<file path="config.mk">
export PLATFORM = sky130hd
export DESIGN_NAME = vector_mul_sequencer_flat
export DESIGN_NICKNAME = d
export VERILOG_FILES = /design/src/rtl/vm_pkg.sv /design/src/rtl/vector_mul_sequencer_if.sv /design/src/rtl/wrap_counter.sv /design/src/rtl/vector_mul_sequencer.sv /design/src/flat_wrapper.sv
export SDC_FILE = /design/constraint.sdc
export NUM_CORES = 1
export LEC_CHECK = 0
export BUFFER_PORTS_ARGS = -buffer_cell sky130_fd_sc_hd__buf_4
export CAP_MARGIN = 20
export CORE_ASPECT_RATIO = 1.4
export CORE_MARGIN = 2
export CORE_UTILIZATION = 48
export DETAILED_ROUTE_END_ITERATION = 7
export HOLD_SLACK_MARGIN = 0.03
export PLACE_DENSITY_LB_ADDON = 0.08
export RECOVER_POWER = 50
export SLEW_MARGIN = 20
export SYNTH_ARGS = -nofsm -noshare
export SYNTH_HDL_FRONTEND = slang
export SYNTH_HIERARCHICAL = 1
export SYNTH_SLANG_ARGS = --single-unit
</file>
<file path="constraint.sdc">
create_clock -name clk -period 4.6 [get_ports clk]
set_clock_uncertainty 0.05 [all_clocks]
set_input_delay 1.38 -clock clk [delete_from_list [all_inputs] [get_ports clk]]
set_output_delay 1.38 -clock clk [all_outputs]
set_load 0.03 [all_outputs]
</file>
<file path="src/rtl/vm_pkg.sv">
// rtl/vm_pkg.sv - shared state type and index widths for vector_mul_sequencer
// Purpose: FSM state enum, default index widths and the width helper used by
//          the sequencer, its interface and the bench.
// Ports:   none (package)
package vm_pkg;

  typedef enum logic [2:0] {
    IDLE,
    RUN,
    DRAIN,
    EMIT,
    FIN
  } vm_state_e;

  // Index width for a counter covering 0..n-1; a single-entry dimension still
  // gets a 1-bit index so no port collapses to zero width.
  function automatic int idx_w(input int n);
    return (n <= 1) ? 1 : $clog2(n);
  endfunction

  localparam int FEATURE_ROWS_DEF = 6;
  localparam int FEATURE_COLS_DEF = 96;
  localparam int WEIGHT_COLS_DEF  = 3;

  localparam int ROW_W = idx_w(FEATURE_ROWS_DEF);
  localparam int K_W   = idx_w(FEATURE_COLS_DEF);
  localparam int COL_W = idx_w(WEIGHT_COLS_DEF);

endpackage

</file>
<file path="src/rtl/vector_mul_sequencer_if.sv">
// rtl/vector_mul_sequencer_if.sv - control/address/handshake bundle of the sequencer
// Purpose: groups start/busy/done, memory read addresses, MAC strobes and the
//          output element handshake.
// Ports:   master = sequencer side (drives everything except start/out_ready),
//          slave  = environment side (drives start and out_ready).
interface vector_mul_sequencer_if #(
  parameter int ROW_W = vm_pkg::ROW_W,
  parameter int K_W   = vm_pkg::K_W,
  parameter int COL_W = vm_pkg::COL_W
) ();

  logic             start;
  logic             busy;
  logic             done;
  logic             rd_en;
  logic [ROW_W-1:0] feat_row;
  logic [K_W-1:0]   feat_col;
  logic [K_W-1:0]   wgt_row;
  logic [COL_W-1:0] wgt_col;
  logic             mac_clear;
  logic             mac_en;
  logic             out_valid;
  logic             out_ready;
  logic [ROW_W-1:0] out_row;
  logic [COL_W-1:0] out_col;

  modport master (
    input  start, out_ready,
    output busy, done, rd_en, feat_row, feat_col, wgt_row, wgt_col,
           mac_clear, mac_en, out_valid, out_row, out_col
  );

  modport slave (
    output start, out_ready,
    input  busy, done, rd_en, feat_row, feat_col, wgt_row, wgt_col,
           mac_clear, mac_en, out_valid, out_row, out_col
  );

endinterface

</file>
<file path="src/rtl/wrap_counter.sv">
// rtl/wrap_counter.sv - modulo-MAX index counter with terminal flag
// Purpose: counts 0..MAX-1 and wraps to 0; MAX need not be a power of two.
// Ports:   clk, rst_n (async active-low), clr (sync clear, wins over inc),
//          inc (advance), cnt (current value), last (cnt == MAX-1).
module wrap_counter #(
  parameter int MAX = 4,
  parameter int W   = 2
) (
  input  logic         clk,
  input  logic         rst_n,
  input  logic         clr,
  input  logic         inc,
  output logic [W-1:0] cnt,
  output logic         last
);

  logic [W-1:0] cnt_q, cnt_d;

  assign last = (cnt_q == W'(MAX - 1));
  assign cnt  = cnt_q;

  always_comb begin
    cnt_d = cnt_q;
    if (clr) begin
      cnt_d = '0;
    end else if (inc) begin
      cnt_d = last ? '0 : cnt_q + W'(1);
    end
  end

  always_ff @(posedge clk or negedge rst_n) begin
    if (!rst_n) begin
      cnt_q <= '0;
    end else begin
      cnt_q <= cnt_d;
    end
  end

endmodule

</file>
<file path="src/rtl/vector_mul_sequencer.sv">
// rtl/vector_mul_sequencer.sv - control FSM sequencing the MAC datapath for one matrix product
// Purpose: walks out[r][c] = sum_k features[r][k] * weights[k][c], issuing reads,
//          MAC clear/enable strobes and an output handshake per element.
// Ports:   clk, rst_n (async active-low), bus (vector_mul_sequencer_if.master):
//          start/busy/done, rd_en + feat/wgt addresses, mac_clear/mac_en,
//          out_valid/out_ready + out_row/out_col.
module vector_mul_sequencer
  import vm_pkg::*;
#(
  parameter int FEATURE_ROWS = 6,
  parameter int FEATURE_COLS = 96,
  parameter int WEIGHT_COLS  = 3,
  parameter int RD_LATENCY   = 1
) (
  input logic                    clk,
  input logic                    rst_n,
  vector_mul_sequencer_if.master bus
);

  localparam int RW = idx_w(FEATURE_ROWS);
  localparam int KW = idx_w(FEATURE_COLS);
  localparam int CW = idx_w(WEIGHT_COLS);

  vm_state_e state_q, state_d;

  logic [KW-1:0] k;
  logic [CW-1:0] c;
  logic [RW-1:0] r;
  logic          k_last, c_last, r_last;

  logic accept;
  logic run;
  logic handshake;

  assign accept    = (state_q == IDLE) && bus.start;
  assign run       = (state_q == RUN);
  assign handshake = (state_q == EMIT) && bus.out_ready;

  // k wraps to 0 on its own at the end of RUN, so the next element restarts
  // at k=0 without an explicit clear.
  wrap_counter #(.MAX(FEATURE_COLS), .W(KW)) u_k (
    .clk  (clk),
    .rst_n(rst_n),
    .clr  (accept),
    .inc  (run),
    .cnt  (k),
    .last (k_last)
  );

  wrap_counter #(.MAX(WEIGHT_COLS), .W(CW)) u_c (
    .clk  (clk),
    .rst_n(rst_n),
    .clr  (accept),
    .inc  (handshake),
    .cnt  (c),
    .last (c_last)
  );

  wrap_counter #(.MAX(FEATURE_ROWS), .W(RW)) u_r (
    .clk  (clk),
    .rst_n(rst_n),
    .clr  (accept),
    .inc  (handshake && c_last),
    .cnt  (r),
    .last (r_last)
  );

  always_comb begin
    state_d = state_q;
    unique case (state_q)
      IDLE:    if (bus.start) state_d = RUN;
      RUN:     if (k_last) state_d = DRAIN;
      DRAIN:   state_d = EMIT;
      EMIT:    if (bus.out_ready) state_d = (r_last && c_last) ? FIN : RUN;
      FIN:     state_d = IDLE;
      default: state_d = IDLE;
    endcase
  end

  always_ff @(posedge clk or negedge rst_n) begin
    if (!rst_n) begin
      state_q <= IDLE;
    end else begin
      state_q <= state_d;
    end
  end

  // Read strobe and "first k of element" travel down matched delay lines so
  // mac_en/mac_clear line up with the data returning from the memories.
  // DRAIN is a single cycle, which matches the one-cycle read latency.
  logic [RD_LATENCY-1:0] en_sr_q;
  logic [RD_LATENCY-1:0] clr_sr_q;

  always_ff @(posedge clk or negedge rst_n) begin
    if (!rst_n) begin
      en_sr_q  <= '0;
      clr_sr_q <= '0;
    end else begin
      en_sr_q[0]  <= run;
      clr_sr_q[0] <= run && (k == '0);
      for (int i = 1; i < RD_LATENCY; i++) begin
        en_sr_q[i]  <= en_sr_q[i-1];
        clr_sr_q[i] <= clr_sr_q[i-1];
      end
    end
  end

  assign bus.busy      = (state_q == RUN) || (state_q == DRAIN) || (state_q == EMIT);
  assign bus.done      = (state_q == FIN);
  assign bus.rd_en     = run;
  assign bus.feat_row  = r;
  assign bus.feat_col  = k;
  assign bus.wgt_row   = k;
  assign bus.wgt_col   = c;
  assign bus.mac_en    = en_sr_q[RD_LATENCY-1];
  assign bus.mac_clear = clr_sr_q[RD_LATENCY-1];
  assign bus.out_valid = (state_q == EMIT);
  assign bus.out_row   = r;
  assign bus.out_col   = c;

endmodule
</file>
<file path="src/flat_wrapper.sv">
// flat-port wrapper written by rule: the top's interface ports become plain ports
module vector_mul_sequencer_flat import vm_pkg::*;
#(
  parameter int FEATURE_ROWS = 6,
  parameter int FEATURE_COLS = 96,
  parameter int WEIGHT_COLS  = 3,
  parameter int RD_LATENCY   = 1
)
  (clk, rst_n, bus_start, bus_out_ready, bus_busy, bus_done, bus_rd_en, bus_feat_row, bus_feat_col, bus_wgt_row, bus_wgt_col, bus_mac_clear, bus_mac_en, bus_out_valid, bus_out_row, bus_out_col);
  vector_mul_sequencer_if bus_i ();
  input logic clk;
  input logic rst_n;
  input wire logic [$bits(bus_i.start)-1:0] bus_start;
  input wire logic [$bits(bus_i.out_ready)-1:0] bus_out_ready;
  output wire logic [$bits(bus_i.busy)-1:0] bus_busy;
  output wire logic [$bits(bus_i.done)-1:0] bus_done;
  output wire logic [$bits(bus_i.rd_en)-1:0] bus_rd_en;
  output wire logic [$bits(bus_i.feat_row)-1:0] bus_feat_row;
  output wire logic [$bits(bus_i.feat_col)-1:0] bus_feat_col;
  output wire logic [$bits(bus_i.wgt_row)-1:0] bus_wgt_row;
  output wire logic [$bits(bus_i.wgt_col)-1:0] bus_wgt_col;
  output wire logic [$bits(bus_i.mac_clear)-1:0] bus_mac_clear;
  output wire logic [$bits(bus_i.mac_en)-1:0] bus_mac_en;
  output wire logic [$bits(bus_i.out_valid)-1:0] bus_out_valid;
  output wire logic [$bits(bus_i.out_row)-1:0] bus_out_row;
  output wire logic [$bits(bus_i.out_col)-1:0] bus_out_col;
  assign bus_i.start = bus_start;
  assign bus_i.out_ready = bus_out_ready;
  assign bus_busy = bus_i.busy;
  assign bus_done = bus_i.done;
  assign bus_rd_en = bus_i.rd_en;
  assign bus_feat_row = bus_i.feat_row;
  assign bus_feat_col = bus_i.feat_col;
  assign bus_wgt_row = bus_i.wgt_row;
  assign bus_wgt_col = bus_i.wgt_col;
  assign bus_mac_clear = bus_i.mac_clear;
  assign bus_mac_en = bus_i.mac_en;
  assign bus_out_valid = bus_i.out_valid;
  assign bus_out_row = bus_i.out_row;
  assign bus_out_col = bus_i.out_col;
  vector_mul_sequencer #(.FEATURE_ROWS(FEATURE_ROWS), .FEATURE_COLS(FEATURE_COLS), .WEIGHT_COLS(WEIGHT_COLS), .RD_LATENCY(RD_LATENCY)) u_core (.clk(clk), .rst_n(rst_n), .bus(bus_i));
endmodule
</file>
==> results summary, run 1 <==
Setup repair after global routing left no endpoint under its margin. The final total negative setup slack came out at 0 ps. During placement, the flow inserted port buffers numbering 33. The completed layout was analyzed and its total power is 0.0007009 W. The die width came out at 42.35 um. The run finished, with violations left. The initial DRC count is 8.

The post-synthesis net count is 103. Of all flip-flops after synthesis, the portion carrying an async set or reset was 1.000. The average instance area after synthesis is 10.09 um^2. The count of final hold-check violations is 0. At the worst endpoint, the required time is 3170 ps. The number of hold-repair buffers added at the cts stage is 0. After synthesis, the netlist uses 39 different library cells. The CTS tree is done.

The startpoint of the most critical setup path is u_core/state_q[1]$_DFFE_PN0P_. The antenna diode count is 0. In this run the worst path has a maximum fanout of 12.

CTS built an H-tree with a depth of 1. The count of max-cap constraint violations came out at 1. The worst setup path is launched from a flip-flop. The placed wire-length estimate after detailed placement is 1.438 mm.

The start-to-end type of the worst setup path is reg2out. The setup violation total in the final timing report came out at 0. The total wire length is 1.953 mm. The wire length per cell is 13.75 um. In this run the most critical hold path is launched from u_core/state_q[2]$_DFFE_PN0P_.

The count of clock tree sinks came out at 17. The checks that failed: capacitance limit, slew limit. The count of cells resized by post-cts repair is 0. For this design the ratio of total power to cell area is 605.6 nW/um^2.

The routed layout has 782 vias. The netlist area before placement is 988.4 um^2. Leaving out fill and tap cells, the most frequent cells in the layout are sky130_fd_sc_hd__buf_4, sky130_fd_sc_hd__dfrtp_1, sky130_fd_sc_hd__a21oi_1, sky130_fd_sc_hd__nor2_1.

Of all cell types, the one taking the most synthesized area is sky130_fd_sc_hd__dfrtp_1. The maximum operating frequency is 0.2894 GHz. The number of nets still failing antenna checks after routing came out at 0. After clock tree synthesis, the clock-pin slew on the worst setup and hold paths is 90 ps.

The placement-stage cell area came out at 1156 um^2. The final-stage net count is 127. The overall global routing resource usage is 0.1852.

For this run, design rule violations remaining after detail routing come to 0. The pin slew with the least headroom to its limit came out at 2110 ps. The congestion estimate from routability-driven global placement came to 0.7336.

Clock latency on the worst-skew pair, taken at its later pin, is 280 ps. The most used flip-flop cell after synthesis is sky130_fd_sc_hd__dfrtp_1. The warning count from the yosys run came out at 6. The number of global-route vias before repair came to 744. In this run the critical register-to-register path is launched from u_core/state_q[0]$_DFFE_PN0P_. The first-pass GRT wire length came out at 3.553 mm. The sequential element share of the synthesized area came out at 0.4304. The initial antenna violation count is 0. Entering global routing, the biggest net connects 18 pins.

Clock tree synthesis inserted a total of 3 buffers. The arrival time at the worst endpoint is 2030 ps. The number of setup buffers added after CTS is 0.

The number of primary I/O pins came out at 34. The number of rows in the core area came out at 19. The count of pins over their slew limit was 13. Relative to the synthesized area, the layout overhead comes to 17.09%. The post-synthesis register bit count is 17. The finished cells cover 1157 um^2. The fraction of the cycle the final worst path needs came out at 0.7513. The worst hold-check path type is reg2reg. The share of layout cells above drive strength 1 is 0.3140.

The area inside the core boundary is 1949 um^2. The share of the synthesized area in the top cell type is 0.4304. The capturing element type of the critical path is an output pin.

The cell count after synthesis came out at 98. The clock passes through at most 2 buffers. The minimum clock period after layout is 3456 ps. The chip height came out at 57.70 um.

The number of enable flip-flop cells after synthesis came out at 0. Leaving out fill and tap cells, the most frequent cell in the layout is sky130_fd_sc_hd__buf_4. Global routing finished with a remaining overflow of 0. The static leakage power came out at 0.5332 nW. In the routed layout, each cell is associated on average with a via count of 5.507. The initial core utilization is 0.5071.

The worst-case IR drop observed on VDD is 466.4 uV. After synthesis, the cell types taking the most area are sky130_fd_sc_hd__dfrtp_1, sky130_fd_sc_hd__buf_4, sky130_fd_sc_hd__a21oi_1, sky130_fd_sc_hd__o311ai_0, sky130_fd_sc_hd__nand2b_1. The die area came out at 2443 um^2. The length of the first detailed-routing pass in iterations came out at 4. The worst pin sits at a relative slew slack of -0.4263. Clock tree synthesis selected as its root buffer the cell sky130_fd_sc_hd__clkbuf_4.
[worst max-delay path, stage by stage, from the launching register on]
cell,delay (ps)
sky130_fd_sc_hd__dfrtp_1,480
sky130_fd_sc_hd__nor3b_1,950
sky130_fd_sc_hd__buf_4,310
[kinds of logic after synthesis]
group / share of synthesized area
and+or+nand+nor: 0.2873
AOI/OAI and AO/OA: 0.1215
DFF: 0.4304
buffers and inverters: 0.1215
xor gates and xnor gates: 0.02659
adders and majority gates: 0.01266
[synthesized netlist by cell type (2+ instances only)]
| cell | n |
|---|---|
| sky130_fd_sc_hd__a21bo_1 | 2 |
| sky130_fd_sc_hd__a21oi_1 | 9 |
| sky130_fd_sc_hd__and3_1 | 2 |
| sky130_fd_sc_hd__buf_4 | 12 |
| sky130_fd_sc_hd__buf_6 | 2 |
| sky130_fd_sc_hd__dfrtp_1 | 17 |
| sky130_fd_sc_hd__inv_1 | 2 |
| sky130_fd_sc_hd__nand2_1 | 4 |
| sky130_fd_sc_hd__nand2b_1 | 4 |
| sky130_fd_sc_hd__nand3_1 | 2 |
| sky130_fd_sc_hd__nand4_1 | 2 |
| sky130_fd_sc_hd__nor2_1 | 6 |
| sky130_fd_sc_hd__nor2b_1 | 2 |
| sky130_fd_sc_hd__nor3_1 | 2 |
| sky130_fd_sc_hd__o21ai_0 | 2 |
| sky130_fd_sc_hd__o311ai_0 | 3 |
| sky130_fd_sc_hd__or4b_1 | 2 |
| sky130_fd_sc_hd__xor2_1 | 2 |
[layout make-up]
class | instances | area, um^2
fillers | 184 | 792.0
multi-input cells | 65 | 431.7
flip-flops and latches | 17 | 425.4
repair buffers | 33 | 240.2
clock buffers | 4 | 26.28
well taps | 21 | 26.28
inverters | 2 | 7.507
[layer usage]
layer,global-route usage,vias up,routed length (um),part of all wire
met1,0.2551,367,849,0.43
met4,0.05357,0,8,0.0041
li1,-,393,-,-
met5,0,-,0,0
met2,0.3077,20,986,0.50
met3,0.02181,2,108,0.055
[state kept, by name (all words and copies together), names as in the netlist]
| signal | flops |
|---|---|
| u_core/state_q | 3 |
| u_core/bus.mac_clear | 1 |
| u_core/bus.mac_en | 1 |
| u_core/u_c/cnt | 2 |
| u_core/u_k/cnt | 7 |
| u_core/u_r/cnt | 3 |
[power breakdown]
group	internal, W	switching [W]	leakage (nW)
sequential	0.000188	0.0000694	0.214
combinational	0.000138	0.000229	0.304
clock	0.0000336	0.0000428	0.0150
[per-stage QoR]
| step | std cells | setup WS (ps) | hold slack (ps) | util |
|---|---|---|---|---|
| 6_report | 142 | 1144 | 543.0 | 0.5937 |
| 5_1_grt | 142 | 937.5 | 592.6 | 0.5937 |
| 4_1_cts | 142 | 1527 | 555.1 | 0.6065 |
| 3_5_place_dp | 138 | 1834 | 541.4 | 0.5931 |
| 3_3_place_gp | 138 | 1850 | 526.9 | 0.5931 |
| 2_1_floorplan | 98 | 1902 | 480.1 | - |
[worst paths after layout]
path                                                  to  slack [ps]  depth (start not counted)
min in group asynchronous  u_core/u_c/cnt[0]$_DFFE_PN0P_        1130                          1
min                        u_core/state_q[1]$_DFFE_PN0P_         540                          1
max reg2reg                u_core/u_r/cnt[0]$_DFFE_PN0P_        2020                          2
max                                            bus_rd_en        1140                          2
min reg2reg                u_core/state_q[1]$_DFFE_PN0P_         540                          1
max in group asynchronous  u_core/u_r/cnt[1]$_DFFE_PN0P_        2820                          1
Power figures use the tool's default switching activity.
==> run 2: changes to the inputs <==
Settings changed: ABC_AREA set to 1, CORE_UTILIZATION 48 to 45.
Clock period 4.6 ns to 3.1 ns, I/O delays scaled along.
==> run 2 against run 1 <==
  * The flow now finishes without violations
  * Sequential share of layout area down 2.7 points
  * Cell count up 35%
  * Critical endpoint unchanged
  * Critical path type unchanged
  * Largest power group is now registers
  * First-iteration DRC count increased by 100%
  * Wire length increased by 12%
==> results summary, run 2 <==
The CTS tree is done. The average via count per standard cell came out at 4.953 (-10%). The power per cell area is 277.4 nW/um^2 (-54%). The cell family contributing the most delay on the critical path is flip-flops.

The number of enable flip-flop cells after synthesis is 0 (unchanged). The number of buffers created by CTS is 3 (unchanged). The share of flip-flops with an asynchronous set or reset after synthesis came to 1.000 (unchanged). The routed length on met2 came out at 1.155 mm (+17%). The delay of the slowest critical-path stage was 420 ps (-530 ps). The share of the synthesized area in the top cell type is 0.4024 (-0.02801). The highest routing layer actually used is met4. The maximum operating frequency is 0.4347 GHz. The global placement routability congestion came to 0.8039 (+9.6%).

The pin count of the biggest net entering global routing was 18 (unchanged). Leaving out fill and tap cells, the most frequent cell in the layout is sky130_fd_sc_hd__nand2_1. The number of rows in the core area came to 20 (+1).

Relative to the synthesized area, the layout overhead comes to 18.22%. The sequential element share of the synthesized area is 0.4024 (-0.02801). The worst setup path is launched from a flip-flop. The post-synthesis register bit count is 17 (unchanged). The number of flip-flops under the largest register name is 7 (unchanged). The final total negative setup slack was 0 ps (unchanged). The final-stage net count is 175 (+38%). The combined buffer and inverter count along the critical path came out at 3 (+2). The initial core utilization was 0.4801 (-0.02695). The worst max-slew margin expressed relative to the limit came to 0.3786 (+0.8049). The total routed wire length on the met1 layer came out at 910 um (+7.2%).

The number of nets still failing antenna checks after routing came out at 0 (unchanged). The first-pass GRT wire length is 3.650 mm (+2.7%). The placement-stage worst setup slack came out at 1135 ps (-698.9 ps).

The pin slew with the least headroom to its limit came out at 932.1 ps (-1178 ps). The total number of vias is 946 (+21%). The initial DRC count came out at 16 (+8). The warning count from the yosys run is 6 (unchanged). The count of clock tree sinks came out at 17 (unchanged). The placed wire-length estimate after detailed placement was 1.686 mm (+17%). In this run the worst hold path is classified as reg2reg. The share of layout cells above drive strength 1 was 0.2722 (-0.04186).

The antenna diode count is 0 (unchanged). The cell with the most instances after synthesis is sky130_fd_sc_hd__nand2_1. The run finished with clean final reports. The count of max-cap constraint violations was 0 (-1). The maximum net fanout on the critical path was 4 (-8). The critical path in this run is classified as reg2out.

The total length of routed met3 wires came out at 96 um (-11%). The clock latency of the later-clocked register in the worst-skew pair came out at 290 ps (about the same). The global-route congestion overflow total came out at 0 (unchanged). The die area is 2759 um^2 (+13%).

In the layout the commonest cells are sky130_fd_sc_hd__nand2_1, sky130_fd_sc_hd__buf_4, sky130_fd_sc_hd__inv_1, sky130_fd_sc_hd__nor2_1, sky130_fd_sc_hd__dfrtp_1. The number of hold-repair buffers added at the cts stage is 0 (unchanged). The routed design could run at a clock period as short as 2300 ps.

The maximum buffer depth of the clock tree came out at 2 (unchanged). The deepest level of the CTS H-tree came to 1 (unchanged). The largest individual stage delay along the critical path comes from the cell sky130_fd_sc_hd__dfrtp_1. The instance count after placement with tap cells included is 187 (+36%). Setup repair after global routing left no endpoint under its margin. The biggest area contributor in the post-synthesis netlist is sky130_fd_sc_hd__dfrtp_1. For this run, the leading register cell type out of synthesis is sky130_fd_sc_hd__dfrtp_1. The commonest cells after synthesis are sky130_fd_sc_hd__nand2_1, sky130_fd_sc_hd__dfrtp_1, sky130_fd_sc_hd__inv_1, sky130_fd_sc_hd__nor2_1, sky130_fd_sc_hd__nand3_1.

The worst ir drop on vdd was 275.0 uV (-41%). The total wire length came out at 2.191 mm (+12%). The setup violation total in the final timing report was 0 (unchanged). The arrival time at the worst endpoint is 1320 ps (-710 ps).

The number of DRC violations after detailed routing is 0 (unchanged). The post-synthesis net count came out at 148 (+44%). The worst setup margin came to 799.6 ps (-344.5 ps). The number of global-route vias before repair was 886 (+19%). The total power draw came to 0.0003467 W (-51%). The number of primary I/O pins came out at 34 (unchanged). The cell count after synthesis came out at 143 (+46%). Clock tree synthesis selected as its root buffer the cell sky130_fd_sc_hd__clkbuf_4. The netlist area before placement came to 1057 um^2 (+7.0%). The overall global routing resource usage was 0.1789 (-0.006270). The count of cells resized by post-cts repair came to 0 (unchanged). The endpoint required time on the critical path is 2120 ps (-1050 ps). Sorting the synthesized cells by area gives the leading types as sky130_fd_sc_hd__dfrtp_1, sky130_fd_sc_hd__nand2_1, sky130_fd_sc_hd__buf_4, sky130_fd_sc_hd__nand3_1, sky130_fd_sc_hd__inv_1.

Traced cell by cell, the critical path runs through inv_1, nor2_1, nand2_1, inv_1, buf_4. The count of final hold-check violations was 0 (unchanged). The length of the first detailed-routing pass in iterations came out at 4 (unchanged).

The static leakage power came to 0.6661 nW (+25%). STA classifies the critical path endpoint as an output pin. The clock-pin slew of the registers on the worst-case setup and hold paths came out at 100 ps (about the same). The area inside the core boundary is 2202 um^2 (+13%). The quantity of I/O buffers inserted on ports is 33 (unchanged). The initial antenna violation count is 0 (unchanged). The number of setup buffers added after CTS is 0 (unchanged). The count of pins over their slew limit came to 0 (-13). The fraction of the cycle the final worst path needs is 0.7421. The most frequent cell on the critical path is sky130_fd_sc_hd__inv_1. The average instance area after synthesis is 7.393 um^2 (-27%).

The final non-filler cell total came out at 191 (+35%). The count of filler cells inserted in the layout came to 222 (+21%). The die width was 44.97 um (+6.2%).

The number of unique standard cell types used by synthesis is 23 (-41%). The wire length per cell is 11.47 um (-17%). The chip height is 61.35 um (+6.3%).
[run 2: worst paths after layout]
| kind | from | end | slack (ps) | cells past startpoint |
|---|---|---|---|---|
| hold / removal | u_core/u_c/cnt[1]$_DFFE_PN0P_ | u_core/u_c/cnt[1]$_DFFE_PN0P_ | 540 | 2 |
| setup reg to reg | u_core/state_q[2]$_DFFE_PN0P_ | u_core/u_k/cnt[4]$_DFFE_PN0P_ | 1290 | 10 |
| setup / recovery | u_core/state_q[0]$_DFFE_PN0P_ | bus_rd_en | 800 | 5 |
| min in group asynchronous | rst_n | u_core/state_q[2]$_DFFE_PN0P_ | 700 | 1 |
| max in group asynchronous | rst_n | u_core/bus.mac_clear$_DFF_PN0_ | 1730 | 1 |
| hold reg to reg | u_core/u_c/cnt[1]$_DFFE_PN0P_ | u_core/u_c/cnt[1]$_DFFE_PN0P_ | 540 | 2 |
[run 2: cell families after synthesis]
logic type	after synthesis	synth area share
flops	17	0.4024
compound gates	6	0.04023
buf+inv	33	0.1609
simple gates	85	0.3763
fa+ha+maj	1	0.01183
xor+xnor	1	0.008286
[run 2: worst reg2reg max path: stages (launching register included)]
cell and delay (ps):
sky130_fd_sc_hd__dfrtp_1 430, sky130_fd_sc_hd__inv_1 140, sky130_fd_sc_hd__nand2_1 90, sky130_fd_sc_hd__nor3_1 130, sky130_fd_sc_hd__clkbuf_1 290, sky130_fd_sc_hd__inv_1 160
sky130_fd_sc_hd__nand2_1 90, sky130_fd_sc_hd__inv_1 120, sky130_fd_sc_hd__nor2_1 110, sky130_fd_sc_hd__nor2_1 40, sky130_fd_sc_hd__nor2_1 90
[run 2: where the power goes]
part | switching [W] | internal, W | total (W)
logic | 0.00000535 | 0.00000194 | 0.00000729
registers | 0 | 0.000222 | 0.000222
clock network | 0.0000679 | 0.0000500 | 0.000118
total | 0.0000732 | 0.000274 | 0.000347
[run 2: through the flow]
step           hold slack (ps)  utilization  instance area, um^2
3_5_place_dp             518.6       0.5676                 1250
4_1_cts                  435.6       0.5795                 1276
6_report                 536.9       0.5676                 1250
5_1_grt                  610.3       0.5676                 1250
2_1_floorplan            581.4            -                 1057
3_3_place_gp             502.3       0.5676                 1250
[run 2: final cells by class]
type	count	area (um^2)	area share
Clock buffer	4	26.28	0.02102
Inverter	21	80.08	0.06406
Multi-Input combinational cell	93	442.9	0.3544
Sequential cell	17	425.4	0.3403
Tap cell	22	27.53	0.02202
Timing Repair Buffer	34	247.7	0.1982
[run 2: metal layers]
| metal | up-vias | GRT usage |
|---|---|---|
| met5 | - | 0 |
| met4 | 0 | 0.06303 |
| met3 | 4 | 0.02639 |
| met2 | 24 | 0.3306 |
| met1 | 437 | 0.2052 |
| li1 | 481 | - |
